`src/rtl/alu_ctrl_stage.sv`:
```
// -----------------------------------------------------------------------------
// alu_ctrl_stage
//
// ID/EX pipeline stage for the ALU. Decodes the main-decoder ALU-op class and
// the R-type funct field into a 3-bit ALU select, chooses operand B, and
// registers select, operands and a valid bit into EX under hazard-unit
// stall (hold) and flush (bubble) control. Also keeps a wrap-around count of
// valid instructions issued to EX and a sticky illegal-funct flag.
//
// Parameters
//   DATA_W      operand width
//   CNT_W       issued-instruction counter width
//
// Ports
//   clk         rising-edge clock
//   rst         asynchronous reset, active-low
//   id_valid    ID holds a real instruction
//   id_alu_op   ALU-op class: 00 add, 01 sub, 10 R-type (use funct), 11 slt
//   id_funct    instruction[5:0]
//   id_rs_data  register-file read A
//   id_rt_data  register-file read B
//   id_imm      sign-extended immediate
//   id_b_sel    1 selects id_imm as B, 0 selects id_rt_data
//   stall       hold EX register contents
//   flush       load a bubble into EX (overrides stall)
//   err_clr     clear sticky illegal flag
//   ex_valid    EX holds a real instruction
//   ex_alu_ctrl ALU select: 000 AND, 001 OR, 010 ADD, 110 SUB, 111 SLT
//   ex_a        ALU operand A
//   ex_b        ALU operand B
//   ex_illegal  instruction in EX had an unsupported funct
//   err_illegal sticky illegal-funct flag
//   issue_cnt   valid instructions issued to EX, modulo 2^CNT_W
// -----------------------------------------------------------------------------
module alu_ctrl_stage #(
    parameter int DATA_W = 32,
    parameter int CNT_W  = 16
) (
    input  logic              clk,
    input  logic              rst,
    input  logic              id_valid,
    input  logic [1:0]        id_alu_op,
    input  logic [5:0]        id_funct,
    input  logic [DATA_W-1:0] id_rs_data,
    input  logic [DATA_W-1:0] id_rt_data,
    input  logic [DATA_W-1:0] id_imm,
    input  logic              id_b_sel,
    input  logic              stall,
    input  logic              flush,
    input  logic              err_clr,
    output logic              ex_valid,
    output logic [2:0]        ex_alu_ctrl,
    output logic [DATA_W-1:0] ex_a,
    output logic [DATA_W-1:0] ex_b,
    output logic              ex_illegal,
    output logic              err_illegal,
    output logic [CNT_W-1:0]  issue_cnt
);

    typedef enum logic [2:0] {
        ALU_AND = 3'b000,
        ALU_OR  = 3'b001,
        ALU_ADD = 3'b010,
        ALU_SUB = 3'b110,
        ALU_SLT = 3'b111
    } alu_sel_e;

    typedef enum logic [1:0] {
        OP_ADD   = 2'b00,
        OP_SUB   = 2'b01,
        OP_RTYPE = 2'b10,
        OP_SLT   = 2'b11
    } alu_op_e;

    localparam logic [5:0] FN_ADD = 6'b100000;
    localparam logic [5:0] FN_SUB = 6'b100010;
    localparam logic [5:0] FN_AND = 6'b100100;
    localparam logic [5:0] FN_OR  = 6'b100101;
    localparam logic [5:0] FN_SLT = 6'b101010;

    alu_sel_e          dec_sel;
    logic              dec_illegal;
    logic [DATA_W-1:0] dec_b;
    logic              load_en;
    logic              err_set;

    // ------------------------------------------------------------------
    // Decode: ALU select and illegal-funct detection
    // ------------------------------------------------------------------
    always_comb begin
        // NOTE: defaults first so every path assigns every output -- no latch.
        dec_sel     = ALU_ADD;
        dec_illegal = 1'b0;
        case (alu_op_e'(id_alu_op))
            OP_ADD: dec_sel = ALU_ADD;
            OP_SUB: dec_sel = ALU_SUB;
            OP_SLT: dec_sel = ALU_SLT;
            OP_RTYPE: begin
                case (id_funct)
                    FN_ADD:  dec_sel = ALU_ADD;
                    FN_SUB:  dec_sel = ALU_SUB;
                    FN_AND:  dec_sel = ALU_AND;
                    FN_OR:   dec_sel = ALU_OR;
                    FN_SLT:  dec_sel = ALU_SLT;
                    // Unsupported funct still issues as ADD, but is flagged.
                    default: dec_illegal = 1'b1;
                endcase
            end
            default: dec_sel = ALU_ADD;
        endcase
    end

    assign dec_b = id_b_sel ? id_imm : id_rt_data;

    // A normal load happens only when neither flush nor stall is asserted.
    assign load_en = !flush && !stall;
    assign err_set = load_en && id_valid && dec_illegal;

    // ------------------------------------------------------------------
    // EX register
    // ------------------------------------------------------------------
    always_ff @(posedge clk or negedge rst) begin
        // NOTE: sequential state uses non-blocking assignments only, so every
        // flop samples pre-edge values regardless of statement order.
        if (!rst) begin
            ex_valid    <= 1'b0;
            ex_alu_ctrl <= ALU_AND;
            ex_a        <= '0;
            ex_b        <= '0;
            ex_illegal  <= 1'b0;
        end else if (flush) begin
            ex_valid    <= 1'b0;
            ex_alu_ctrl <= ALU_AND;
            ex_a        <= '0;
            ex_b        <= '0;
            ex_illegal  <= 1'b0;
        end else if (!stall) begin
            // Operands and select load even for a non-valid slot; only the
            // illegal marker is qualified so bubbles never report errors.
            ex_valid    <= id_valid;
            ex_alu_ctrl <= dec_sel;
            ex_a        <= id_rs_data;
            ex_b        <= dec_b;
            ex_illegal  <= dec_illegal && id_valid;
        end
    end

    // ------------------------------------------------------------------
    // Issued-instruction counter (wraps naturally at 2^CNT_W)
    // ------------------------------------------------------------------
    always_ff @(posedge clk or negedge rst) begin
        if (!rst) begin
            issue_cnt <= '0;
        end else if (load_en && id_valid) begin
            issue_cnt <= issue_cnt + CNT_W'(1);
        end
    end

    // ------------------------------------------------------------------
    // Sticky illegal flag: set has priority over clear on the same edge
    // ------------------------------------------------------------------
    always_ff @(posedge clk or negedge rst) begin
        if (!rst) begin
            err_illegal <= 1'b0;
        end else if (err_set) begin
            err_illegal <= 1'b1;
        end else if (err_clr) begin
            err_illegal <= 1'b0;
        end
    end

endmodule

```
`config.mk`:
```
export PLATFORM = sky130hd
export DESIGN_NAME = alu_ctrl_stage
export DESIGN_NICKNAME = d
export VERILOG_FILES = /design/src/rtl/alu_ctrl_stage.sv
export SDC_FILE = /design/constraint.sdc
export NUM_CORES = 1
export LEC_CHECK = 0
export BUFFER_PORTS_ARGS = -buffer_cell sky130_fd_sc_hd__buf_2
export CELL_PAD_IN_SITES_DETAIL_PLACEMENT = 1
export CELL_PAD_IN_SITES_GLOBAL_PLACEMENT = 1
export CORE_ASPECT_RATIO = 0.6
export CORE_MARGIN = 1.5
export CORE_UTILIZATION = 33
export DETAILED_ROUTE_END_ITERATION = 10
export GPL_TIMING_DRIVEN = 0
export PLACE_DENSITY = 0.83
export SETUP_SLACK_MARGIN = 0.1
export SLEW_MARGIN = 10
export SYNTH_ARGS = -nofsm -noshare
export SYNTH_HDL_FRONTEND = slang
export SYNTH_SLANG_ARGS = --single-unit
```
`constraint.sdc`:
```
create_clock -name clk -period 1.79 [get_ports clk]
set_input_delay 0.179 -clock clk [delete_from_list [all_inputs] [get_ports clk]]
set_output_delay 0.179 -clock clk [all_outputs]
set_load 0.005 [all_outputs]
```
==> key figures, run 1 <==
Detailed routing
  • Vias/cell: 4.720
  • Routed length per instance: 15.90 um
  • Post-route ant nets: 0
  • DR pass1 iterations: 4
  • Initial DRC count: 99
  • Detailed-route via count: 3512
  • Residual DRC: 0
  • Total routed wirelength: 11.83 mm

Layout
  • Share of layout cells above drive strength 1: 37.67%
  • Final nets: 691
  • Antenna cells: 0
  • Area grow syn2layout: 40.42%
  • Final design utilization: 47.96%

Die
  • FP Rows: 30
  • Initial core utilization: 34.16%
  • Die ar.: 12450 um^2
  • Core footprint: 11370 um^2
  • I/O Pins: 197
  • Die height: 87.05 um
  • Die width: 143.1 um

GRT
  • Largest net degree at the start of global routing: 50
  • Total grt overflow: 0
  • Global-route wire length before repair: 18.53 mm
  • Vias in the first global route: 3706
  • Initial antenna violation count: 0
  • Gr usage total: 19.42%

STA
  • Count of final hold-check violations: 0
  • Maximum clock rate: 0.6534 GHz
  • Fin crit share: 85.51%
  • Layout Skew: 0.006331 ns
  • Slew Limit Fails: 0
  • Final count of negative-setup-slack endpoints: 0
  • Slew HR: 61.81%
  • Worst hold slack: 0.01853 ns
  • Min Tclk post-route: 1.531 ns
  • Setup TNS: 0 ns
  • Slew @ Worst Pin: 0.5728 ns
  • RSZ-0062 raised after global routing: no

Critical path
  • Critical Path AT: 1.75 ns
  • Worst setup SP type: flip-flop
  • Critical path cell sequence: nand3_1 -> nor4_4 -> nand3_1 -> xnor2_1
  • Kind of end point of the critical path: flip-flop
  • Max incr delay on CP: 0.43 ns
  • Reg2Reg Launch Point: issue_cnt[4]
  • Crit path top cell by count: nand3_1
  • Worst setup startpoint: issue_cnt[4]
  • Cell family with most CP delay: simple AND/OR/NAND/NOR gates
  • Worst endpoint required time: 2.01 ns
  • CP bufs+invs: 0
  • Crit-path slowest cell: nor4_4
  • Peak fanout along the critical path: 5
  • Crit Path Class: reg -> reg

Synth
  • Most common cell in the netlist: nor2_1
  • Async S/R FF share, synth: 100.0%
  • Syn avg cell area: 10.42 um^2
  • Post-Synthesis Net Count: 485
  • Synth Instances: 373
  • Mapped Area: 3885 um^2
  • EDFF count, synth: 0
  • Top cell type's share of synthesized area: 55.39%
  • YS warnings: 0
  • Post-synthesis sequential area ratio: 55.39%
  • Yosys reg bits: 86
  • Top post-synthesis cells by area: dfrtp_1 55%, mux2i_1 17%, nor2_1 9.9%, a21oi_1 4.1%, xnor2_1 2.5%
  • Synth area leader: dfrtp_1
  • Netlist cell types: 32
  • Most instantiated cells after synthesis: 102 x nor2_1, 86 x dfrtp_1, 65 x mux2i_1
  • Top FF cell, synth: dfrtp_1

Placed design
  • Placer Congestion: 0.7896
  • IO Port Bufs: 193
  • DP Wirelength: 9.398 mm

Worst hold path
  • Hold crit path type: in -> reg
  • Hold Startpoint: err_clr

Job
  • MaxCap Viol Count: 0

Pwr
  • Max VDD drop: 0.0004426 V
  • Pwr dens: 940.2 nW/um^2
  • Pleak: 0.003028 uW

Clock tree
  • Clock sinks: 86
  • Clock latency on the worst-skew pair: 0.33 ns
  • Clock root buffer: clkbuf_16
  • CTS tree: done
  • Clock buffer depth: 2
  • CTS H-tree lvls: 3
  • Clk pin slew, worst setup/hold paths: 0.06 ns
  • TritonCTS Buffers: 9
  • Post-CTS Setup Bufs: 0

Run status
  • Status: complete, no violations
[cell families after synthesis]
logic type	synth area share, %
XOR/XNOR	3.381
AND/OR/NAND/NOR	15.65
buffers and inverters	3.060
flip-flops	55.39
multiplexers	17.04
AO/OA/AOI/OAI	5.153
adder cells (fa/ha/maj)	0.3220
[stage by stage]
stage	setup slack, ns	total power (uW)	instance area, um^2	instances
final	0.2594	5129	5455	744
after global routing	0.1176	5402	5455	744
after CTS	0.2252	5217	5446	744
after detailed placement	-0.04656	3016	5081	727
after global placement	-0.1679	2969	5051	726
after floorplan	0.3352	2574	3885	373
[area by class of cell]
class,count,area [um^2]
sequential,86,2152
inverter,2,7.507
buffer,25,111.4
clock inverter,5,106.4
multi-input combinational,260,1629
timing repair buffer,195,1006
fill,1371,5918
clock buffer,11,242.7
tap,160,200.2
[routing by layer]
layer	part of all wire, %	vias to the layer above	track usage (%)
li1	-	1663	-
met1	44	1717	24.56
met2	48	123	32.98
met3	7.0	9	5.827
met4	0.63	0	4.405
met5	0	-	0
[repair_timing]
| item | CTS | global route |
|---|---|---|
| pin swaps | 0 | 0 |
| hold buffers | 1 | 0 |
| resized for setup | 1 | 1 |
| setup endpoints to repair | 1 | 1 |
| hold endpoints to repair | 37 | 0 |
[report_power, final]
| group | switching, uW | leakage [uW] | internal, uW |
|---|---|---|---|
| clock network | 751 | 0.000166 | 1400 |
| logic | 398 | 0.00172 | 364 |
| registers | 124 | 0.00115 | 2090 |
[worst paths after layout]
path                                 endpoint  slack, ns  cells past startpoint
worst max register to register  issue_cnt[11]       0.26                      4
worst min-delay path              err_illegal       0.02                      2
min in group asynchronous       issue_cnt[11]       0.37                      2
max in group asynchronous             ex_b[0]       0.80                      3
worst min register to register  issue_cnt[15]       0.48                      1
worst max-delay path            issue_cnt[11]       0.26                      4
[registers in the layout (all words and copies together), names as in the netlist]
| register | count |
|---|---|
| issue_cnt | 16 |
| ex_a | 32 |
| ex_alu_ctrl | 3 |
| err_illegal | 1 |
| ex_valid | 1 |
| ex_b | 32 |
| ex_illegal | 1 |
[cell usage in the layout, fill, tap and decap left out, types with 3 or more instances in the layout]
master	Yosys	routed
buf_2	8	200
nor2_1	102	102
dfrtp_1	86	86
mux2i_1	65	65
a21oi_1	32	32
clkbuf_1	13	14
xnor2_1	11	11
nand2_1	10	10
clkbuf_16	0	9
nand3_1	6	6
nor3_1	5	5
nor2b_1	4	4
xor2_1	4	4
buf_1	3	3
and3_1	3	3
bufinv_16	0	3
(Power assumes the default switching activity.)
==> run 2: changes to the inputs <==
--- a/config.mk
+++ b/config.mk
@@ -12,7 +12,7 @@
 export CORE_MARGIN = 1.5
 export CORE_UTILIZATION = 33
 export DETAILED_ROUTE_END_ITERATION = 10
-export GPL_TIMING_DRIVEN = 0
+export GPL_TIMING_DRIVEN = 1
 export PLACE_DENSITY = 0.83
 export SETUP_SLACK_MARGIN = 0.1
 export SLEW_MARGIN = 10
==> run 2 against run 1 <==
  * First-iteration DRC count decreased by 26%
  * Routed wire length decreased by 3.3%
  * Critical path depth increased by 1
  * Setup slack improved by 0.015 ns
  * Clock skew decreased by 0.0022 ns
  * Design area decreased by 1.9%
  * Worst hold slack improved by 0.0081 ns
  * Clock power decreased by 20%
  * Non-clock buffer count decreased by 15
  * Combinational power increased by 0.5%
  * Maximum frequency increased by 0.97%
  * Count of clock-buffer cells in the layout unchanged
  * Critical path type unchanged
  * Largest cell class unchanged
==> key figures, run 2 (synthesis results as in run 1) <==
Detailed routing
  • Routed length per instance: 15.73 um
  • Post-route ant nets: 0
  • DR pass1 iterations: 4
  • Residual DRC: 0
  • Total routed wirelength: 11.45 mm
  • Initial DRC count: 73
  • Detailed-route via count: 3427
  • Vias/cell: 4.707

STA
  • Maximum clock rate: 0.6597 GHz
  • Final count of negative-setup-slack endpoints: 0
  • Slew HR: 68.89%
  • Layout Skew: 0.004147 ns
  • Slew @ Worst Pin: 0.4666 ns
  • Min Tclk post-route: 1.516 ns
  • Slew Limit Fails: 0
  • Fin crit share: 84.69%
  • RSZ-0062 raised after global routing: no
  • Worst hold slack: 0.02658 ns
  • Count of final hold-check violations: 0
  • Setup TNS: 0 ns

Critical path
  • R2R Setup Slk: 0.27 ns
  • Critical Path AT: 1.73 ns
  • Peak fanout along the critical path: 5
  • Reg2Reg Launch Point: issue_cnt[0]
  • R2R Path End: issue_cnt[10]
  • Kind of end point of the critical path: flip-flop
  • Worst setup SP type: flip-flop
  • Worst endpoint required time: 2.00 ns
  • Worst r2r path cells: 5
  • Crit Path Class: reg -> reg

Worst hold path
  • Hold Path Cell Cnt: 2
  • Hold Startpoint: err_clr
  • Hold Path Sink: err_illegal
  • Hold crit path type: in -> reg

Die
  • I/O Pins: 197
  • Initial core utilization: 34.16%
  • Core footprint: 11370 um^2
  • Die width: 143.1 um
  • FP Rows: 30
  • Die ar.: 12450 um^2
  • Die height: 87.05 um

Layout
  • Most frequent cells in the layout: 194 x buf_2, 102 x nor2_1, 86 x dfrtp_1, 65 x mux2i_1, 32 x a21oi_1
  • Fillers: 1348
  • Most common cell after layout, fill and taps aside: buf_2
  • Share of layout cells above drive strength 1: 38.91%
  • Antenna cells: 0
  • Final nets: 676
  • Largest regs: ex_a x32, ex_b x32, issue_cnt x16
  • Area grow syn2layout: 37.68%

Pwr
  • Pleak: 0.002981 uW
  • Pwr dens: 878.5 nW/um^2
  • Max VDD drop: 0.0005020 V

Placed design
  • IO Port Bufs: 196
  • Placer Congestion: 0.8075
  • DP Wirelength: 8.616 mm

GRT
  • Total grt overflow: 0
  • Initial antenna violation count: 0
  • Gr usage total: 18.62%
  • Vias in the first global route: 3566
  • Global-route wire length before repair: 17.82 mm
  • Largest net degree at the start of global routing: 91

Clock tree
  • Clk pin slew, worst setup/hold paths: 0.06 ns
  • Clock buffer depth: 2
  • Clock sinks: 86
  • CTS H-tree lvls: 3
  • TritonCTS Buffers: 9
  • CTS tree: done
  • Clock latency on the worst-skew pair: 0.33 ns
  • Post-CTS Setup Bufs: 0
  • Clock root buffer: clkbuf_16

Job
  • MaxCap Viol Count: 0

Run status
  • Status: complete, no violations
==> run 2: area by class of cell <==
cell class	count	area, um^2	share of cell area [%]
clock buffer	11	252.7	4.725
clock inverter	4	22.52	0.4211
inverter	2	7.507	0.1404
multi-input combinational	260	1620	30.29
sequential	86	2152	40.23
tap	160	200.2	3.743
timing repair buffer	205	1094	20.44
==> run 2: timing repair <==
item	in CTS	in global routing
hold endpoints to repair	22	0
gates resized for setup	0	1
hold buffers	1	0
setup endpoints to repair	0	3
==> run 2: worst max path at each step <==
stage | cells after the start | startpoint | end
3_3_place_gp | 5 | issue_cnt[0] | issue_cnt[12]
2_1_floorplan | 6 | flush | issue_cnt[11]
6_report | 5 | issue_cnt[0] | issue_cnt[10]
5_1_grt | 5 | issue_cnt[0] | issue_cnt[14]
4_1_cts | 5 | issue_cnt[0] | issue_cnt[10]
3_5_place_dp | 5 | issue_cnt[0] | issue_cnt[12]
==> run 2: where the power goes <==
part / total, uW / internal (uW) / leakage, uW / switching, uW
Combinational: 766 / 367 / 0.00170 / 399
Clock: 1730 / 1000 / 0.000137 / 725
Sequential: 2210 / 2090 / 0.00115 / 120
Total: 4700 / 3450 / 0.00298 / 1240
==> run 2: per-stage QoR <==
step	instance area, um^2	util [%]	worst slack, ns	total power, uW	std cells
CTS	5343	46.97	0.1845	4783	728
detailed placement	5057	44.47	0.2343	3018	712
finish	5349	47.03	0.2741	4699	728
global route	5349	47.03	0.1234	4952	728
global placement	5057	44.47	0.3254	2967	712
floorplan	3885	-	0.3352	2574	373
==> run 2: per-layer routing <==
layer | up-vias | wire length [um] | track usage (%)
met4 | 0 | 129 | 5.530
li1 | 1630 | - | -
met3 | 13 | 1024 | 6.542
met1 | 1654 | 4766 | 22.47
met5 | - | 0 | 0
met2 | 130 | 5528 | 31.58
==> run 2: critical path, cell delays in order (launching register included) <==
cell	delay, ns
dfrtp_1	0.44
ha_1	0.21
nand2_1	0.10
nor4_2	0.37
nand2_1	0.13
xnor2_1	0.14
